`src/rtl/ram_march_bist.sv`:
```
// March BIST engine for a single-port synchronous RAM: WR0 (pattern up), RD0W1 (read pattern / write inverse, up), RD1 (read inverse, down).
// Optional macro RAM_MARCH_BIST_ERRCNT_EN: count mismatches instead of aborting on the first one.
module ram_march_bist #(
    parameter int            AW      = 4,
    parameter int            DW      = 4,
    parameter logic [DW-1:0] PATTERN = 4'hA
) (
    input  logic          clk,
    input  logic          rst,
    input  logic          start,
    output logic          busy,
    output logic          done,
    output logic          pass,
    output logic [AW-1:0] fail_addr,
    output logic          we,
    output logic [AW-1:0] addr,
    output logic [DW-1:0] din,
    input  logic [DW-1:0] dout
`ifdef RAM_MARCH_BIST_ERRCNT_EN
    ,
    output logic [AW:0]   err_cnt
`endif
);

    localparam logic [2:0] S_IDLE  = 3'd0;
    localparam logic [2:0] S_WR0   = 3'd1;
    localparam logic [2:0] S_RD0W1 = 3'd2;
    localparam logic [2:0] S_RD1   = 3'd3;
    localparam logic [2:0] S_DRAIN = 3'd4;
    localparam logic [2:0] S_FAIL  = 3'd5;

    localparam logic [AW-1:0] ADDR_MAX = {AW{1'b1}};

    logic [2:0]    state;
    logic          cmp_vld;
    logic [AW-1:0] cmp_addr;
    logic [DW-1:0] cmp_exp;
    logic          mismatch;

    // dout is registered by the RAM, so it lines up with the pipe stage captured on the read cycle
    assign mismatch = cmp_vld && (dout != cmp_exp);

    always_ff @(posedge clk or posedge rst) begin
        if (rst) begin
            state     <= S_IDLE;
            busy      <= 1'b0;
            done      <= 1'b0;
            pass      <= 1'b0;
            fail_addr <= '0;
            we        <= 1'b0;
            addr      <= '0;
            din       <= '0;
            cmp_vld   <= 1'b0;
            cmp_addr  <= '0;
            cmp_exp   <= '0;
`ifdef RAM_MARCH_BIST_ERRCNT_EN
            err_cnt   <= '0;
`endif
        end else begin
            done    <= 1'b0;
            cmp_vld <= 1'b0;
            case (state)
                S_IDLE: begin
                    if (start) begin
                        state     <= S_WR0;
                        busy      <= 1'b1;
                        we        <= 1'b1;
                        addr      <= '0;
                        din       <= PATTERN;
                        pass      <= 1'b0;
                        fail_addr <= '0;
`ifdef RAM_MARCH_BIST_ERRCNT_EN
                        err_cnt   <= '0;
`endif
                    end
                end
                S_WR0: begin
                    if (addr == ADDR_MAX) begin
                        state <= S_RD0W1;
                        we    <= 1'b0;
                        addr  <= '0;
                        din   <= ~PATTERN;
                    end else begin
                        addr <= addr + 1'b1;
                    end
                end
                S_RD0W1: begin
                    if (!we) begin
                        we       <= 1'b1;
                        cmp_vld  <= 1'b1;
                        cmp_addr <= addr;
                        cmp_exp  <= PATTERN;
                    end else if (addr == ADDR_MAX) begin
                        state <= S_RD1;
                        we    <= 1'b0;
                        din   <= '0;
                    end else begin
                        we   <= 1'b0;
                        addr <= addr + 1'b1;
                    end
                end
                S_RD1: begin
                    cmp_vld  <= 1'b1;
                    cmp_addr <= addr;
                    cmp_exp  <= ~PATTERN;
                    if (addr == '0) begin
                        state <= S_DRAIN;
                    end else begin
                        addr <= addr - 1'b1;
                    end
                end
                S_DRAIN: begin
                    state <= S_IDLE;
                    busy  <= 1'b0;
                    done  <= 1'b1;
                    addr  <= '0;
                    din   <= '0;
`ifdef RAM_MARCH_BIST_ERRCNT_EN
                    pass  <= (err_cnt == '0) && !mismatch;
`else
                    pass  <= !mismatch;
`endif
                end
                S_FAIL: begin
                    state <= S_IDLE;
                end
                default: begin
                    state <= S_IDLE;
                end
            endcase

`ifdef RAM_MARCH_BIST_ERRCNT_EN
            if (mismatch) begin
                if (err_cnt != {(AW+1){1'b1}}) begin
                    err_cnt <= err_cnt + 1'b1;
                end
                if (err_cnt == '0) begin
                    fail_addr <= cmp_addr;
                end
            end
`else
            // Abort overrides whatever the phase logic chose; the S_FAIL cycle carries the done pulse
            if (mismatch) begin
                state     <= S_FAIL;
                busy      <= 1'b0;
                done      <= 1'b1;
                pass      <= 1'b0;
                we        <= 1'b0;
                addr      <= '0;
                din       <= '0;
                cmp_vld   <= 1'b0;
                fail_addr <= cmp_addr;
            end
`endif
        end
    end

endmodule
```
`config.mk`:
```
export PLATFORM = sky130hd
export DESIGN_NAME = ram_march_bist
export DESIGN_NICKNAME = d
export VERILOG_FILES = /design/src/rtl/ram_march_bist.sv
export SDC_FILE = /design/constraint.sdc
export NUM_CORES = 1
export LEC_CHECK = 0
export ABC_CLOCK_PERIOD_IN_PS = 2750
export BUFFER_PORTS_ARGS = -buffer_cell sky130_fd_sc_hd__buf_4
export CAP_MARGIN = 30
export CORE_AREA = 2 2 58 49
export CTS_CLUSTER_DIAMETER = 100
export DETAILED_ROUTE_END_ITERATION = 10
export DIE_AREA = 0 0 60 51
export PLACE_DENSITY_LB_ADDON = 0.2
export SLEW_MARGIN = 20
export SYNTH_ARGS = -nofsm -noshare
export SYNTH_HDL_FRONTEND = slang
export SYNTH_SLANG_ARGS = --single-unit
```
`constraint.sdc`:
```
create_clock -name clk -period 2.75 [get_ports clk]
set_input_delay 0.55 -clock clk [delete_from_list [all_inputs] [get_ports clk]]
set_output_delay 0.55 -clock clk [all_outputs]
set_load 0.02 [all_outputs]
```
======== After elaboration in Yosys (flattened, before gate mapping) ========
Index checks and enable logic that the tools add are counted.
storage, ports and cells
  output and inout bits ................... 16
  bits of input ports ..................... 7
  flip-flop bits (word level) ............. 28
  logic and storage cells ................. 85
operators by class
  $add $sub $neg .......................... 2
  mux-type cells .......................... 40
  reduce and logical (&&, ||, !) cells .... 18
  eq/ne operators ......................... 14
operators with widths
  operator                                                             count
  4-bit two-way mux                                                    15
  3-bit != test (second input constant)                                7
  4-bit case mux with 5 select lines                                   1
  3-bit two-way mux                                                    6
  4-bit case mux with 2 select lines                                   2
  4-bit case mux with 4 select lines                                   1
  5-bit AND reduction                                                  3
  3-bit case mux with 4 select lines                                   1
  1-bit two-way mux                                                    10
  3-bit by 2-bit == test with 1-bit output (second input constant)     2
  1-bit case mux with 2 select lines                                   3
  2-bit AND reduction                                                  3
  2-bit nonzero test                                                   3
  6-bit nonzero test                                                   1
  5-bit nonzero test                                                   1
  4-bit by 1-bit adder with 4-bit output (second input constant)       1
  4-bit == test (second input constant)                                1
  4-bit logical NOT                                                    1
  4-bit != test                                                        1
  4-bit nonzero test                                                   1
  4-bit by 1-bit subtractor with 4-bit output (second input constant)  1
  3-bit by 1-bit == test with 1-bit output (second input constant)     1
  3-bit == test (second input constant)                                1
  3-bit logical NOT                                                    1
  6 further kinds                                                      6

======== Logic depth before layout (Yosys ltp) ========
Gate-level depths: netlist of the first run.
  depth after elaboration ................. 5
  gate-level depth with buffers ........... 7
  depth with buffers taken out ............ 7

======== Least setup slack after synthesis of the first run ========
Ideal clock, no wire load.
  path kind ............................... register to register
  start point ............................. register addr[0]
  end point ............................... register addr[3]
  clock period less this slack ............ 1.996 ns
  arrival ................................. 1.866 ns
  required time ........................... 2.620 ns
  library setup time ...................... 0.130 ns
  path buffers ............................ 0
  stages on the path, launching flop included .. 7
  slack ................................... 0.754 ns
  cells stage by stage .................... dfrtp_1 ha_1 nand2_1 or4_4 a32oi_4 o21bai_1 o211ai_1
on the way
  longest elaborated chain between the ends .. 5
  elaborated cells between the ends (all ways) .. 13
  classes of those cells .................. add/sub: 2; eq/ne: 3; mux: 6; reduce/logical: 2
RTL lines
  what                                    line    RTL
  from (decl)                             16      output logic [AW-1:0] addr,
  from (signal assigned)                  84      addr <= addr + 1'b1;
  from (signal assigned)                  99      addr <= addr + 1'b1;
  from (signal assigned)                  109     addr <= addr - 1'b1;
  4-bit by 1-bit adder with 4-bit output  84, 99
  4-bit two-way mux                       93      end else if (addr == ADDR_MAX) begin
  4-bit two-way mux                       88      if (!we) begin
  4-bit case mux with 5 select lines      62      case (state)
  4-bit two-way mux                       143     if (mismatch) begin
Parallel ways exist; a longest one is shown, timed or not. The select of a mux whose other input is x is not followed.
A chain may end at the register's enable or synchronous reset.

======== Worst setup path after layout of the first run ========
Same ends and word-level chain as after synthesis.

==> results of run 1 <==
metal layers:
metal  global-route usage (%)  vias up
li1                         -      569
met1                     28.6      562
met2                     32.4       51
met3                     4.81        4
met4                     2.59        0
met5                        0        -
where the power goes:
part | total (mW) | switching (mW) | internal, mW | leakage, nW
Clock | 0.150 | 0.0984 | 0.0512 | 0.0138
Combinational | 0.959 | 0.539 | 0.420 | 0.392
Sequential | 0.696 | 0.207 | 0.489 | 0.311
Total | 1.80 | 0.845 | 0.960 | 0.717
worst max-delay path: cells and delay by family, from the launching register on:
family	cells	cell delay, ps
flip-flops	1	490
adder cells (fa/ha/maj)	1	180
AND/OR/NAND/NOR	1	400
buffers and inverters	1	120
AO/OA/AOI/OAI	4	820
placed cells by master (no fill, tap or decap), types with 2 or more instances in the layout:
cell / instances
nor2_1: 8
a21oi_1: 11
or3_1: 2
ha_1: 2
xor2_1: 2
clkbuf_4: 3
inv_1: 8
o21ai_1: 4
a31oi_1: 2
nand2_1: 19
nand4_1: 2
o41ai_1: 2
nand3_1: 3
o21ai_0: 6
o211ai_1: 2
buf_4: 23
or4_1: 2
mux2_2: 4
o22ai_1: 2
dfrtp_1: 24
nor3_1: 2
a22oi_1: 3
final cells by class:
class                   instances  area [µm²]
well taps                      38        47.5
flip-flops and latches         24         601
inverters                       9        38.8
fillers                       214         992
repair buffers                 24         184
multi-input cells             104         688
clock buffers                   3        22.5
logic make-up (layout without fill, tap and decap cells):
| group | Yosys count | after routing |
|---|---|---|
| and+or+nand+nor | 50 | 50 |
| AOI/OAI and AO/OA | 45 | 45 |
| DFF | 24 | 24 |
| buffers and inverters | 20 | 36 |
| muxes | 4 | 4 |
| xor gates and xnor gates | 3 | 3 |
| adders and majority gates | 2 | 2 |
path summary, 6_finish.rpt:
check | startpoint | end | slack, ps
setup reg to reg | addr[0] | addr[3] | 650
hold reg to reg | cmp_addr[2] | fail_addr[2] | 500
min in group clk | cmp_addr[2] | fail_addr[2] | 500
hold / removal | rst | state[1] | 240
max in group asynchronous | rst | fail_addr[1] | 2030
setup / recovery | addr[0] | addr[3] | 650
state kept, by name, indices dropped and copies added (netlist names):
register and cells:
pass 1, din 2, busy 1, state 3, we 1, cmp_vld 1, done 1, cmp_addr 4
addr 4, cmp_exp 2, fail_addr 4
stage by stage:
stage	util [%]	setup WS, ps
detailed placement	60.1	582
global route	61.4	491
floorplan	-	754
global placement	60.1	594
CTS	61.0	680
finish	61.4	650
==> results.md, run 1 <==
* Inst Count DP at 198
* Largest net degree at the start of global routing at 25
* Crit-path cells: inv_1 > ha_1 > nor3b_1 > a21oi_1 > a32oi_4 > o21bai_1 > o211ai_1
* Final Setup Violations at 0
* Final Hold Fails at 0
* Compound-Gate Fraction of Synth Area at 22.5%
* Diodes inserted at 0
* Max-Cap Viols at 0
* DR WL/cell at 14.1 µm
* First-pass GRT wire length at 4690 µm
* Total GRT Usage at 20.3%
* Setup tns final at 0 ps
* Mux cell area share after synthesis at 3.19%
* DR iter-0 viols at 71
* CP max stage delay at 490 ps
* Synth Area in Simple Gates at 19.4%
* Min Tclk post-route at 2100 ps
* Fin area at 1580 µm²
* RSZ-0062 raised after global routing: false
* Area of the mapped netlist at 1410 µm²
* Worst Reg-to-Reg Cells at 7
* Area post-placement at 1550 µm²
* Post-synth top area cell: dfrtp_1
* Top post-synthesis cells by count: dfrtp_1 (24), nand2_1 (19), a21oi_1 (11)
* Dpl hpwl at 2080 µm
* Root buffer cell: clkbuf_4
* Synth warn at 0
* Largest family of logic cells by synthesized area: compound AO/OA/AOI/OAI gates
* ANT nets after route at 0
* Startpoint type of the worst setup path: flip-flop
* Clock Latency Late Sink at 310 ps
* Synthesized Nets at 157
* Post-synth top area share at 42.6%
* Non-Filler Instances at 202
* Critical path's slowest cell: dfrtp_1
* CTS tree: yes
* Post CTS Setup Buffer Count at 0
* Synth Register Bits at 24
* Hold Slack at 243 ps
* Placer congestion estimate at 0.849
* Slew @ Worst Pin at 680 ps
* FFs w/ async S/R, synth at 100%
* Vias per Instance at 5.87
* Post-synthesis adder-cell area fraction at 1.77%
* Period utilization at 76.4%
* Routed Wire Length at 2850 µm
* Initial Utilization at 54.8%
* Nets at 175
* Top post-synthesis cells by area: dfrtp_1 (43%), nand2_1 (5.1%), a21oi_1 (3.9%)
* Num CTS Buffers at 3
* Worst-path fanout max at 10
* Crit end category: flip-flop
* I/O Pins at 23
* Synth Area in XOR/XNOR at 1.86%
* Synth unique cells at 51
* Clock transition at path regs at 130 ps
* Hold_buf cts at 0
* Worst EP required at 2950 ps
* Post-Syn Instances at 148
* Die Height at 51 µm
* DR vias at 1186
* Status: finished, final reports clean
* Overall Power at 1.80 mW
* Grt total ovfl at 0
* Metal3 WL at 187 µm
* Normalized max-slew margin at 54.6%
* DIE WIDTH at 60 µm
* Layout cells sized above 1 at 25.0%
* Met2 wire len at 1340 µm
* Setup clock skew after layout at 8.38 ps
* IO Port Bufs at 22
* Worst setup path class: flip-flop to flip-flop
* Leakage at 0.717 nW
* Cell Pwr Density at 1140 nW/µm²
* Peak supply drop at 0.543 mV
* Vias in the first global route at 1022
* WL met1 at 1300 µm
* Clock tree sinks at 24
* Post-synth EDFFs at 0
* Part of the Yosys area used for sequential elements at 42.6%
* H-tree levels at 1
* Die area at 3060 µm²
* Top layer reached by signal wires: met4
* Slew Viols, Final at 0
* Drt drc at 0
* Most frequent cell after synthesis: dfrtp_1
* Top_reg_cell synth: dfrtp_1
* Highest clock rate at 476 MHz
* # rows at 17
* Drt pass-1 iters at 4
* Syn Area/Cell at 9.54 µm²
* Area Growth Syn to Fin at 12.1%
* Core Area at 2570 µm²
* Post-cts sizing count at 0
* WP data arrival at 2300 ps
* Initial antenna violation count at 0
* Hold crit path type: primary input to async pin
* Clock Path Buffers at 2
(Power assumes the default switching activity.)
==> run 2: changes to the inputs <==
ABC_CLOCK_PERIOD_IN_PS = 2100   (was 2750)
CORE_AREA = 2 2 60 51   (was 2 2 58 49)
DIE_AREA = 0 0 62 53   (was 0 0 60 51)
clock period = 2.1 ns   (was 2.75 ns; I/O delays follow)
==> run 2 against run 1 <==
Final cell count is 4.5% higher. Critical endpoint unchanged. Largest power group unchanged. Worst setup slack worse by 530 ps. Sequential power is 22% higher. Wire length is 15% higher. Hold slack worse by 110 ps. Register-to-register slack worse by 530 ps. Non-clock buffer count is 8 higher. Count of clock-buffer cells in the layout is 1 higher. Largest cell class unchanged. Critical path type unchanged. Final area is 4.4% higher. Die area is 7.4% higher. Clock skew is 1.7 ps lower.
==> results.md, run 2 (synthesis gave the netlist of run 1 again) <==
* Placer congestion estimate at 0.894
* Worst setup path class: flip-flop to flip-flop
* Root buffer cell: clkbuf_4
* Cell Pwr Density at 1540 nW/µm²
* Final Hold Fails at 0
* DR vias at 1254
* Hold_buf cts at 0
* DIE WIDTH at 62 µm
* Crit end category: flip-flop
* Final Setup Violations at 0
* Die Height at 53 µm
* Core Area at 2660 µm²
* Num CTS Buffers at 3
* # rows at 17
* Setup tns final at 0 ps
* Largest net degree at the start of global routing at 25
* Inst Count DP at 207
* ANT nets after route at 0
* Peak supply drop at 0.792 mV
* Drt pass-1 iters at 7
* Comb pwr share at 57.0%
* Non-Filler Instances at 211
* Die area at 3290 µm²
* Initial Utilization at 53.1%
* Slew @ Worst Pin at 462 ps
* Post CTS Setup Buffer Count at 0
* Biggest regs: addr: 4 flops, cmp_addr: 4 flops, fail_addr: 4 flops
* Commonest non-fill, non-tap cells in the layout: buf_4 (32), dfrtp_1 (24), nand2_1 (19)
* I/O Pins at 23
* Highest clock rate at 505 MHz
* First-pass GRT wire length at 5500 µm
* DR WL/cell at 15.6 µm
* Grt total ovfl at 0
* Clock network fraction of total power at 9.6%
* Layout cells sized above 1 at 28.9%
* Clock Latency Late Sink at 320 ps
* Clock transition at path regs at 130 ps
* IO Port Bufs at 22
* Sequential fraction of design power at 33.3%
* Slew Viols, Final at 0
* Hold crit path type: primary input to async pin
* Final Util at 62.1%
* Max-Cap Viols at 0
* Normalized max-slew margin at 69.2%
* H-tree levels at 1
* CTS tree: yes
* Commonest non-fill, non-tap cell in the layout: buf_4
* Startpoint type of the worst setup path: flip-flop
* Total GRT Usage at 22.3%
* Initial antenna violation count at 0
* Leakage at 0.763 nW
* Drt drc at 0
* DR iter-0 viols at 81
* Period utilization at 94.3%
* Area post-placement at 1620 µm²
* Worst EP required at 2310 ps
* Area Growth Syn to Fin at 17.0%
* Net Sw Frac at 45.9%
* Status: finished, final reports clean
* Nets at 183
* RSZ-0062 raised after global routing: false
* Fin area at 1650 µm²
* Clock Path Buffers at 2
* Clock tree sinks at 24
* Sw power at 1.17 mW
* WP data arrival at 2190 ps
* Vias in the first global route at 1223
* Diodes inserted at 0
* Post-cts sizing count at 0
* Setup clock skew after layout at 6.68 ps
* Dpl hpwl at 2370 µm
* Worst-path fanout max at 8
* Worst Reg-to-Reg Cells at 6
* Routed Wire Length at 3290 µm
* Fillcell total at 223
* Min Tclk post-route at 1980 ps
* Vias per Instance at 5.94
* Int Power at 1.38 mW
[run 2: changes by cell type in the layout (fill, tap and decap cells not counted)]
cell	before	now
buf_4	23	32
buf_6	1	0
clkbuf_8	0	1
[run 2: area by class of cell]
class	instances	area [µm²]	share of cell area (%)
multi-input combinational	104	688	41.7
clock buffer	4	36.3	2.20
sequential	24	601	36.4
timing repair buffer	32	240	14.5
inverter	9	38.8	2.35
tap	38	47.5	2.88
[run 2: path summary, 6_finish.rpt]
path,startpoint,end,slack (ps)
worst max-delay path,addr[1],addr[3],120
worst min-delay path,rst,state[1],140
worst max register to register,addr[1],addr[3],120
worst min register to register,cmp_addr[3],fail_addr[3],510
max in group asynchronous,rst,fail_addr[1],1720
min in group clk,cmp_addr[3],fail_addr[3],510
[run 2: critical path: stages, from the launching register on]
cell      delay, ps
dfrtp_1         460
ha_1            290
nand2_1         100
or4_4           440
a32oi_4         330
o21bai_1        170
o211ai_1         90
[run 2: layer usage]
metal	share of wire, %	global-route usage (%)
met5	0	0
met4	0.76	4.26
met3	5.4	5.13
met2	49	37.0
met1	45	29.4
[run 2: power by group through the flow]
stage | Sequential (mW) | Combinational, mW | Clock (mW)
finish | 0.848 | 1.45 | 0.245
global route | 0.874 | 1.59 | 0.272
CTS | 0.845 | 1.44 | 0.251
detailed placement | 0.855 | 1.43 | 0
global placement | 0.845 | 1.41 | 0
floorplan | 0.889 | 0.986 | 0
[run 2: per-stage QoR]
| stage | power, mW | setup WS, ps | hold slack (ps) |
|---|---|---|---|
| global placement | 2.25 | 219 | 474 |
| finish | 2.54 | 120 | 136 |
| floorplan | 1.87 | 104 | 435 |
| global route | 2.73 | 10.3 | 156 |
| detailed placement | 2.29 | 140 | 483 |
| CTS | 2.54 | 114 | 146 |
